$ cat config.mk
export PLATFORM = sky130hd
export DESIGN_NAME = frame_write_burst_ctrl
export DESIGN_NICKNAME = d
export VERILOG_FILES = /design/src/rtl/frame_write_burst_ctrl.sv
export SDC_FILE = /design/constraint.sdc
export NUM_CORES = 1
export LEC_CHECK = 0
export BUFFER_PORTS_ARGS = -buffer_cell sky130_fd_sc_hd__buf_2
export CELL_PAD_IN_SITES_DETAIL_PLACEMENT = 2
export CELL_PAD_IN_SITES_GLOBAL_PLACEMENT = 2
export CORE_MARGIN = 4
export CORE_UTILIZATION = 32
export DETAILED_ROUTE_END_ITERATION = 16
export PLACE_DENSITY_LB_ADDON = 0.25
export SYNTH_ARGS = -nofsm -noshare
export SYNTH_HDL_FRONTEND = slang
export SYNTH_SLANG_ARGS = --single-unit
$ cat constraint.sdc
create_clock -name i_mem_clk -period 5.92 [get_ports i_mem_clk]
set_input_delay 0.592 -clock i_mem_clk [delete_from_list [all_inputs] [get_ports i_mem_clk]]
set_output_delay 0.592 -clock i_mem_clk [all_outputs]
set_load 0.1 [all_outputs]
$ cat src/rtl/frame_write_burst_ctrl.sv
// frame_write_burst_ctrl
//   Write burst scheduler for one channel of the DDR write arbiter. Splits each
//   frame held in a show-ahead FIFO into bursts of at most BURST_LEN words,
//   rotates through BUF_NUM frame buffers, and never selects the buffer that
//   the read side currently owns.
// Ports
//   i_mem_clk, i_rst          clock, synchronous active-high reset
//   i_frame_start             1-cycle pulse: a new frame starts entering the FIFO
//   i_rd_buf_idx              buffer currently owned by the read side
//   i_fifo_rd_count/_data     FIFO fill level and head word
//   o_fifo_rd_en              FIFO pop (combinational)
//   o_wr_burst_req/len/addr   burst request to the arbiter channel
//   i_wr_burst_data_req       arbiter takes one word this cycle
//   o_wr_burst_data           write data (combinational)
//   i_wr_burst_finish         1-cycle pulse: burst complete
//   o_wr_buf_idx              buffer of the last completed frame
//   o_frame_done/_drop        frame completed / abandoned pulses
//   o_wr_err                  burst timeout pulse
module frame_write_burst_ctrl #(
    parameter int unsigned MEM_DATA_BITS = 64,
    parameter int unsigned BURST_LEN     = 128,
    parameter int unsigned FRAME_WORDS   = 518400,
    parameter int unsigned BUF_NUM       = 3,
    parameter logic [23:0] BUF_STRIDE    = 24'h080000,
    parameter int unsigned CNT_W         = 11,
    parameter int unsigned TIMEOUT       = 8000
) (
    input  logic                     i_mem_clk,
    input  logic                     i_rst,
    input  logic                     i_frame_start,
    input  logic [1:0]               i_rd_buf_idx,
    input  logic [CNT_W-1:0]         i_fifo_rd_count,
    input  logic [MEM_DATA_BITS-1:0] i_fifo_rd_data,
    output logic                     o_fifo_rd_en,
    output logic                     o_wr_burst_req,
    output logic [9:0]               o_wr_burst_len,
    output logic [23:0]              o_wr_burst_addr,
    input  logic                     i_wr_burst_data_req,
    output logic [MEM_DATA_BITS-1:0] o_wr_burst_data,
    input  logic                     i_wr_burst_finish,
    output logic [1:0]               o_wr_buf_idx,
    output logic                     o_frame_done,
    output logic                     o_frame_drop,
    output logic                     o_wr_err
);

    localparam int unsigned AW = 24;
    localparam int unsigned LW = 10;
    localparam int unsigned TW = $clog2(TIMEOUT + 1);

    typedef enum logic [1:0] {S_IDLE, S_WAIT, S_REQ, S_WRITE} state_t;

    state_t          r_state, w_state_nxt;
    logic [1:0]      r_cur, w_cur_nxt;
    logic [AW-1:0]   r_offset, w_offset_nxt;
    logic [AW-1:0]   r_left, w_left_nxt;
    logic            r_pend, w_pend_nxt;
    logic            r_req, w_req_nxt;
    logic [LW-1:0]   r_len, w_len_nxt;
    logic [AW-1:0]   r_addr, w_addr_nxt;
    logic [1:0]      r_idx, w_idx_nxt;
    logic            r_done, w_done_nxt;
    logic            r_drop, w_drop_nxt;
    logic            r_err, w_err_nxt;
    logic [TW-1:0]   r_tmo, w_tmo_nxt;

    logic [1:0]      w_inc, w_sel;
    logic [LW-1:0]   w_blen;
    logic [AW-1:0]   w_addr;
    logic            w_cnt_ok;

    // Next buffer: advance by one, skipping the buffer held by the read side
    always_comb begin
        w_inc = (r_cur == 2'(BUF_NUM - 1)) ? 2'd0 : r_cur + 2'd1;
        w_sel = w_inc;
        if (w_inc == i_rd_buf_idx) begin
            w_sel = (w_inc == 2'(BUF_NUM - 1)) ? 2'd0 : w_inc + 2'd1;
        end
    end

    // Burst size and address of the next burst of the active frame
    always_comb begin
        w_blen   = (r_left >= AW'(BURST_LEN)) ? LW'(BURST_LEN) : r_left[LW-1:0];
        w_addr   = AW'(AW'(r_cur) * BUF_STRIDE + r_offset);
        w_cnt_ok = (AW'(i_fifo_rd_count) >= AW'(w_blen));
    end

    // Next-state and registered-output logic
    always_comb begin
        w_state_nxt  = r_state;
        w_cur_nxt    = r_cur;
        w_offset_nxt = r_offset;
        w_left_nxt   = r_left;
        w_pend_nxt   = r_pend;
        w_req_nxt    = r_req;
        w_len_nxt    = r_len;
        w_addr_nxt   = r_addr;
        w_idx_nxt    = r_idx;
        w_done_nxt   = 1'b0;
        w_drop_nxt   = 1'b0;
        w_err_nxt    = 1'b0;
        w_tmo_nxt    = r_tmo;

        case (r_state)
            S_IDLE: begin
                if (i_frame_start || r_pend) begin
                    w_cur_nxt    = w_sel;
                    w_offset_nxt = '0;
                    w_left_nxt   = AW'(FRAME_WORDS);
                    w_pend_nxt   = 1'b0;
                    w_state_nxt  = S_WAIT;
                end
            end
            S_WAIT: begin
                // A newer frame supersedes the partially written one
                if (i_frame_start || r_pend) begin
                    w_drop_nxt   = 1'b1;
                    w_cur_nxt    = w_sel;
                    w_offset_nxt = '0;
                    w_left_nxt   = AW'(FRAME_WORDS);
                    w_pend_nxt   = 1'b0;
                end else if (w_cnt_ok) begin
                    w_req_nxt   = 1'b1;
                    w_len_nxt   = w_blen;
                    w_addr_nxt  = w_addr;
                    w_tmo_nxt   = '0;
                    w_state_nxt = S_REQ;
                end
            end
            S_REQ, S_WRITE: begin
                // Starts during a burst wait until the burst is finished
                w_pend_nxt = r_pend | i_frame_start;
                if (r_state == S_REQ && i_wr_burst_data_req) begin
                    w_state_nxt = S_WRITE;
                end
                if (i_wr_burst_finish) begin
                    w_req_nxt    = 1'b0;
                    w_offset_nxt = r_offset + AW'(r_len);
                    w_left_nxt   = r_left - AW'(r_len);
                    if (r_left == AW'(r_len)) begin
                        w_done_nxt  = 1'b1;
                        w_idx_nxt   = r_cur;
                        w_state_nxt = S_IDLE;
                    end else begin
                        w_state_nxt = S_WAIT;
                    end
                end else if (r_tmo == TW'(TIMEOUT)) begin
                    // Abandon the frame; FIFO contents are left untouched
                    w_req_nxt   = 1'b0;
                    w_err_nxt   = 1'b1;
                    w_left_nxt  = '0;
                    w_pend_nxt  = 1'b0;
                    w_state_nxt = S_IDLE;
                end else begin
                    w_tmo_nxt = r_tmo + TW'(1);
                end
            end
            default: w_state_nxt = S_IDLE;
        endcase
    end

    // State and output registers
    always_ff @(posedge i_mem_clk) begin
        if (i_rst) begin
            r_state  <= S_IDLE;
            r_cur    <= '0;
            r_offset <= '0;
            r_left   <= '0;
            r_pend   <= 1'b0;
            r_req    <= 1'b0;
            r_len    <= '0;
            r_addr   <= '0;
            r_idx    <= '0;
            r_done   <= 1'b0;
            r_drop   <= 1'b0;
            r_err    <= 1'b0;
            r_tmo    <= '0;
        end else begin
            r_state  <= w_state_nxt;
            r_cur    <= w_cur_nxt;
            r_offset <= w_offset_nxt;
            r_left   <= w_left_nxt;
            r_pend   <= w_pend_nxt;
            r_req    <= w_req_nxt;
            r_len    <= w_len_nxt;
            r_addr   <= w_addr_nxt;
            r_idx    <= w_idx_nxt;
            r_done   <= w_done_nxt;
            r_drop   <= w_drop_nxt;
            r_err    <= w_err_nxt;
            r_tmo    <= w_tmo_nxt;
        end
    end

    assign o_fifo_rd_en    = i_wr_burst_data_req;
    assign o_wr_burst_data = i_fifo_rd_data;
    assign o_wr_burst_req  = r_req;
    assign o_wr_burst_len  = r_len;
    assign o_wr_burst_addr = r_addr;
    assign o_wr_buf_idx    = r_idx;
    assign o_frame_done    = r_done;
    assign o_frame_drop    = r_drop;
    assign o_wr_err        = r_err;

endmodule

; ---- After elaboration in Yosys (flattened, before gate mapping)
; Index checks and enable logic that the tools add are counted.
[totals]
ff_bits = 106
input_bits = 82
output_inout_bits = 105
wordCells = 96
[op_classes]
add_sub_neg = 6
magnitude_cmp = 2
n_eq_ne = 17
mux = 36
n_bitwise = 5
reduce_logical = 17
[op_table]
columns = operator, count
row1 = 24-bit 2-to-1 mux, 5
row2 = 24-bit one-hot mux with 2 select lines, 2
row3 = 13-bit 2-to-1 mux, 4
row4 = 13-bit one-hot mux with 2 select lines, 1
row5 = 21-bit by 24-bit adder with 24-bit output, 1
row6 = 24-bit by 10-bit adder with 24-bit output, 1
row7 = 24-bit by 10-bit equality test with 1-bit output, 1
row8 = 24-bit by 8-bit >= comparator with 1-bit output (second input constant), 1
row9 = 24-bit by 10-bit subtractor with 24-bit output, 1
row10 = 2-bit 2-to-1 mux, 9
row11 = 13-bit by 1-bit adder with 13-bit output (second input constant), 1
row12 = 13-bit equality test (second input constant), 1
row13 = 2-bit inequality test (second input constant), 6
row14 = 11-bit by 10-bit >= comparator with 1-bit output, 1
row15 = 1-bit 2-to-1 mux, 11
row16 = 10-bit 2-to-1 mux, 1
row17 = 2-bit equality test (second input constant), 4
row18 = 4-bit AND reduction, 2
row19 = 2-bit one-hot mux with 3 select lines, 1
row20 = 2-bit AND reduction, 3
row21 = 3-bit AND reduction, 2
row22 = 2-bit OR reduction, 3
row23 = 3-bit OR reduction, 2
row24 = 5-bit AND reduction, 1
row25 = 13 further kinds, 18

; ---- Longest topological paths before layout
[logic_depth]
word_depth = 6
mapped_depth = 15
depth_no_buf = 12

; ---- Worst setup path after synthesis
; OpenSTA, ideal clock, no wires.
[synth_timing]
path_kind = reg2reg
start = reg r_len[1], in the netlist o_wr_burst_len[1]
end = reg r_left[14]
setup_time_ns = 0.116
t_arrival_ns = 3.071
t_required_ns = 5.804
slack_ns = 2.733
path_stages_with_launch = 10
n_path_buf = 1
synth_period_minus_slack_ns = 3.187
cell_sequence = dfxtp_1 inv_1 fa_1 a211oi_1 o21a_1 or3_1 clkbuf_1 nand3_1 or3_1 o211a_1
[synth_via]
elab_chain_len = 3
[synth_lines]
columns = element, line
row1 = from (decl), 59  ; logic [LW-1:0] r_len, w_len_nxt;
row2 = from (signal assigned), 185  ; r_len <= w_len_nxt;
row3 = 24-bit by 10-bit subtractor with 24-bit output, 139  ; w_left_nxt = r_left - AW'(r_len);
row4 = 24-bit 2-to-1 mux, 136  ; if (i_wr_burst_finish) begin
row5 = 24-bit one-hot mux with 2 select lines, 104  ; case (r_state)
row6 = to (signal assigned), 182  ; r_left <= w_left_nxt;
row7 = to (decl), 56  ; logic [AW-1:0] r_left, w_left_nxt;
; No other way between the ends.
; A chain may end at the register's enable or synchronous reset.

; ---- Final worst setup path
[layout_timing]
start = reg r_left[11]
end = reg r_addr[22], in the netlist o_wr_burst_addr[22]
[layout_via]
elab_chain_len = 4
[layout_lines]
columns = element, line
row1 = 24-bit by 8-bit >= comparator with 1-bit output, 83  ; w_blen = (r_left >= AW'(BURST_LEN)) ? LW'(BURST_LEN) : r_left[LW-1:0];
row2 = 10-bit 2-to-1 mux, 83
row3 = 11-bit by 10-bit >= comparator with 1-bit output, 85  ; w_cnt_ok = (AW'(i_fifo_rd_count) >= AW'(w_blen));
row4 = 3-bit AND reduction (no source line), n/a
row5 = to (signal assigned), 186  ; r_addr <= w_addr_nxt;
row6 = to (decl), 60  ; logic [AW-1:0] r_addr, w_addr_nxt;
; No other way between the ends.

==> impl_metrics.toml <==
[clock_network]
clk_latency_ns = 0.36
clkTransAtPathRegs_ns = 0.07
hold_buffers = 0
cts_resized = 0
cts_made_buffers = 9
clock_sinks = 106
clock_path_buffers = 2
postCtsSetupBuffers = 0
cts.htree.levels = 3
cts_root_buffer = "clkbuf_16"
cts_tree = "yes"

[worst_setup_path]
path_cells = "or4_4 > nor2_4 > nand3_2 > nor4_4 > nand2_1 > ha_1 > a21o_1 > a31oi_1 > o2bb2ai_1 > a31o_2 > mux2i_1 > nor2_1"
arrival_ns = 4.37
timing.rr.start = "r_left[11]$_SDFFE_PP0P_"
r2r_end = "o_wr_burst_addr[22]$_SDFFE_PP0P_"
rr_worst_depth = 12
slowest_stage = "a31o_2"
cp_max_fo = 35
crit_cells = 12
startpoint_type = "register"
critical-path-max-stage-delay_ns = 0.79
crit_buf_inv = 0
cp.required_ns = 6.14
critPathLaunch = "r_left[11]$_SDFFE_PP0P_"
crit_family = "simple AND/OR/NAND/NOR gates"
critPathCapture = "o_wr_burst_addr[22]$_SDFFE_PP0P_"
critPathKind = "register to register"
r2r_setup_slack_ns = 1.77
cp-end-kind = "register"

[logic_synthesis]
synth_fa_ha_area_share_pct = 7.93
synthMuxAreaShare_pct = 1.78
ys_seq_area_share_pct = 34.0
synth_ff_type = "dfxtp_1"
yosys.area_share.xor_xnor_pct = 3.78
synthArstFlopShare_pct = 0
synth_area_um2 = 6250
synth_compound_area_share_pct = 18.3
synth_top_family_by_area = "simple AND/OR/NAND/NOR gates"
synth_cell_type_count = 73
netlist_instances = 764
ys_ff_latch = 106
avgSynthCellArea_um2 = 8.18
synth_simple_gate_area_share_pct = 22.5
synth-edff-count = 0
ys.warnings.count = 0

[pwr]
p_per_area_nw_per_um2 = 235
p_seq_share_pct = 48.3
swShare_pct = 28.5
p_total_mw = 1.54
p_leak_nw = 2.55
power_frac_comb_pct = 12.5
pwr-share-clk_pct = 39.2
power.switching_uw = 439
power.internal_mw = 1.10
ir_drop_mv = 0.141

[drt]
drt-vias-per-instance = 5.44
wl_mm = 20.0
wl_per_cell_um = 19.9
drc = 0
drt_iter0_drc = 133
ant_nets = 0
first_pass_iters = 4
vias = 5487

[layout]
multi_input_area_um2 = 3410
antenna_cells = 0
final_cell_mix = "nand2_1, dfxtp_1, a21oi_1, nor2_1, buf_2"
fin_nets = 863
area_growth_pct = 4.79
final_cells = 1008
drive_gt1_share_pct = 12.3
regArea_um2 = 2120
design_area_um2 = 6550
fill_cells = 2226
layout_commonest_cell = "nand2_1"

[global_route]
grt_overflow = 0
grt.total_usage_pct = 18.5
first_global_vias = 6034
grt_antenna_before_repair = 0
grt_pass1_wl_mm = 32.6
grt_start_max_net_pins = 67

[sta]
setup_slack_ns = 1.77
rsz0062_at_grt = "false"
hold_viol_final = 0
relSlewSlack_pct = 15.0
period_minus_slack_ns = 4.15
slew_viol_final = 0
tns_ns = 0
period_share_pct = 70.1
worst_pin_slew_ns = 1.27
fmax_ghz = 0.241
setup_viol = 0
fin_skew_ns = 0.00816

[placed_design]
dpl_worst_slack_ns = 1.78
port_buffers = 58
dp.cells = 993
dp_hpwl_mm = 15.0
place_congestion = 0.857
place_area_um2 = 6260

[hold_path]
min_path_type = "register to register"

[status]
status = "completed"

[run]
maxCapViolCount = 0

[floorplanning]
dieWidth_um = 148
io_pins = 187
die_area_um2 = 21800
die_h_um = 148
core_area_um2 = 19000
rows = 50
start_util_pct = 33.0
==> synth_stat cells (all sizes together), types with 6 or more instances <==
| master | instances | area [um2] |
|---|---|---|
| buf | 77 | 572 |
| o21a | 8 | 60.1 |
| a211oi | 11 | 113 |
| o211ai | 7 | 52.6 |
| o21ai | 24 | 120 |
| nor2 | 66 | 258 |
| dfxtp | 106 | 2120 |
| inv | 26 | 97.6 |
| mux2i | 10 | 100 |
| and2 | 6 | 37.5 |
| and3 | 8 | 50.1 |
| nand4 | 15 | 93.8 |
| a21o | 10 | 75.1 |
| ha | 34 | 425 |
| nand2 | 107 | 402 |
| xor2 | 18 | 158 |
| xnor2 | 9 | 78.8 |
| nand3 | 27 | 140 |
| nor3 | 18 | 95.1 |
| a21oi | 66 | 330 |
| or3 | 14 | 87.6 |
| clkbuf | 16 | 60.1 |
==> worst reg2reg max path: cells and delay by family, from the launching register on <==
family	cells	cell delay [ns]
DFF	1	0.37
adders and majority gates	1	0.35
AOI/OAI and AO/OA	4	1.25
and+or+nand+nor	6	1.73
muxes	1	0.32
==> state kept, by name, indices dropped and copies added (netlist names) <==
name and flops:
r_pend 1, o_wr_buf_idx 2, o_wr_burst_req 1, r_cur 2, o_wr_burst_addr 24, o_wr_burst_len 10
r_tmo 13, r_state 2, o_wr_err 1, r_left 24, r_offset 24, o_frame_done 1
o_frame_drop 1
==> power by group through the flow <==
stage / combinational [mW] / clock, mW / sequential (mW)
floorplan: 0.326 / 0 / 0.773
global placement: 0.186 / 0 / 0.759
detailed placement: 0.193 / 0 / 0.760
CTS: 0.195 / 0.621 / 0.744
global route: 0.215 / 0.656 / 0.746
finish: 0.192 / 0.605 / 0.744
==> area by class of cell <==
class	instances	share of cell area (%)
Multi-Input combinational cell	540	52.0
Sequential cell	106	32.4
Clock inverter	5	0.822
Clock buffer	10	3.50
Tap cell	260	4.97
Timing Repair Buffer	61	4.78
Inverter	26	1.49
==> layer usage <==
metal	routed length (um)	part of all wire [%]	vias to the layer above	GRT usage (%)
met5	0	0	-	0
met2	9990	50	116	32.7
met4	592	3.0	0	7.32
li1	-	-	2590	-
met1	8720	44	2722	22.4
met3	710	3.5	59	2.94
==> worst min-delay path by stage <==
stage                                          from                               to  slack, ns  cells after the start
global placement    o_wr_burst_addr[5]$_SDFFE_PP0P_  o_wr_burst_addr[5]$_SDFFE_PP0P_       0.44                      2
finish              o_wr_burst_addr[4]$_SDFFE_PP0P_  o_wr_burst_addr[4]$_SDFFE_PP0P_       0.45                      2
global route        o_wr_burst_addr[3]$_SDFFE_PP0P_  o_wr_burst_addr[3]$_SDFFE_PP0P_       0.48                      2
detailed placement  o_wr_burst_addr[2]$_SDFFE_PP0P_  o_wr_burst_addr[2]$_SDFFE_PP0P_       0.45                      2
floorplan                   r_left[23]$_SDFFE_PP0P_          r_left[23]$_SDFFE_PP0P_       0.44                      2
CTS                 o_wr_burst_addr[2]$_SDFFE_PP0P_  o_wr_burst_addr[2]$_SDFFE_PP0P_       0.46                      2
==> logic make-up after synthesis <==
kind of cell	Yosys count
simple gates	291
compound gates	171
buf+inv	119
flops	106
fa+ha+maj	38
xor+xnor	27
mux	11
other cells	1
==> through the flow <==
step / hold WS (ns) / utilization, %
4_1_cts: 0.462 / 34.5
5_1_grt: 0.484 / 34.5
3_3_place_gp: 0.440 / 33.0
6_report: 0.454 / 34.5
2_1_floorplan: 0.443 / -
3_5_place_dp: 0.451 / 33.0
Note: power is estimated with default switching activity, not from simulation.
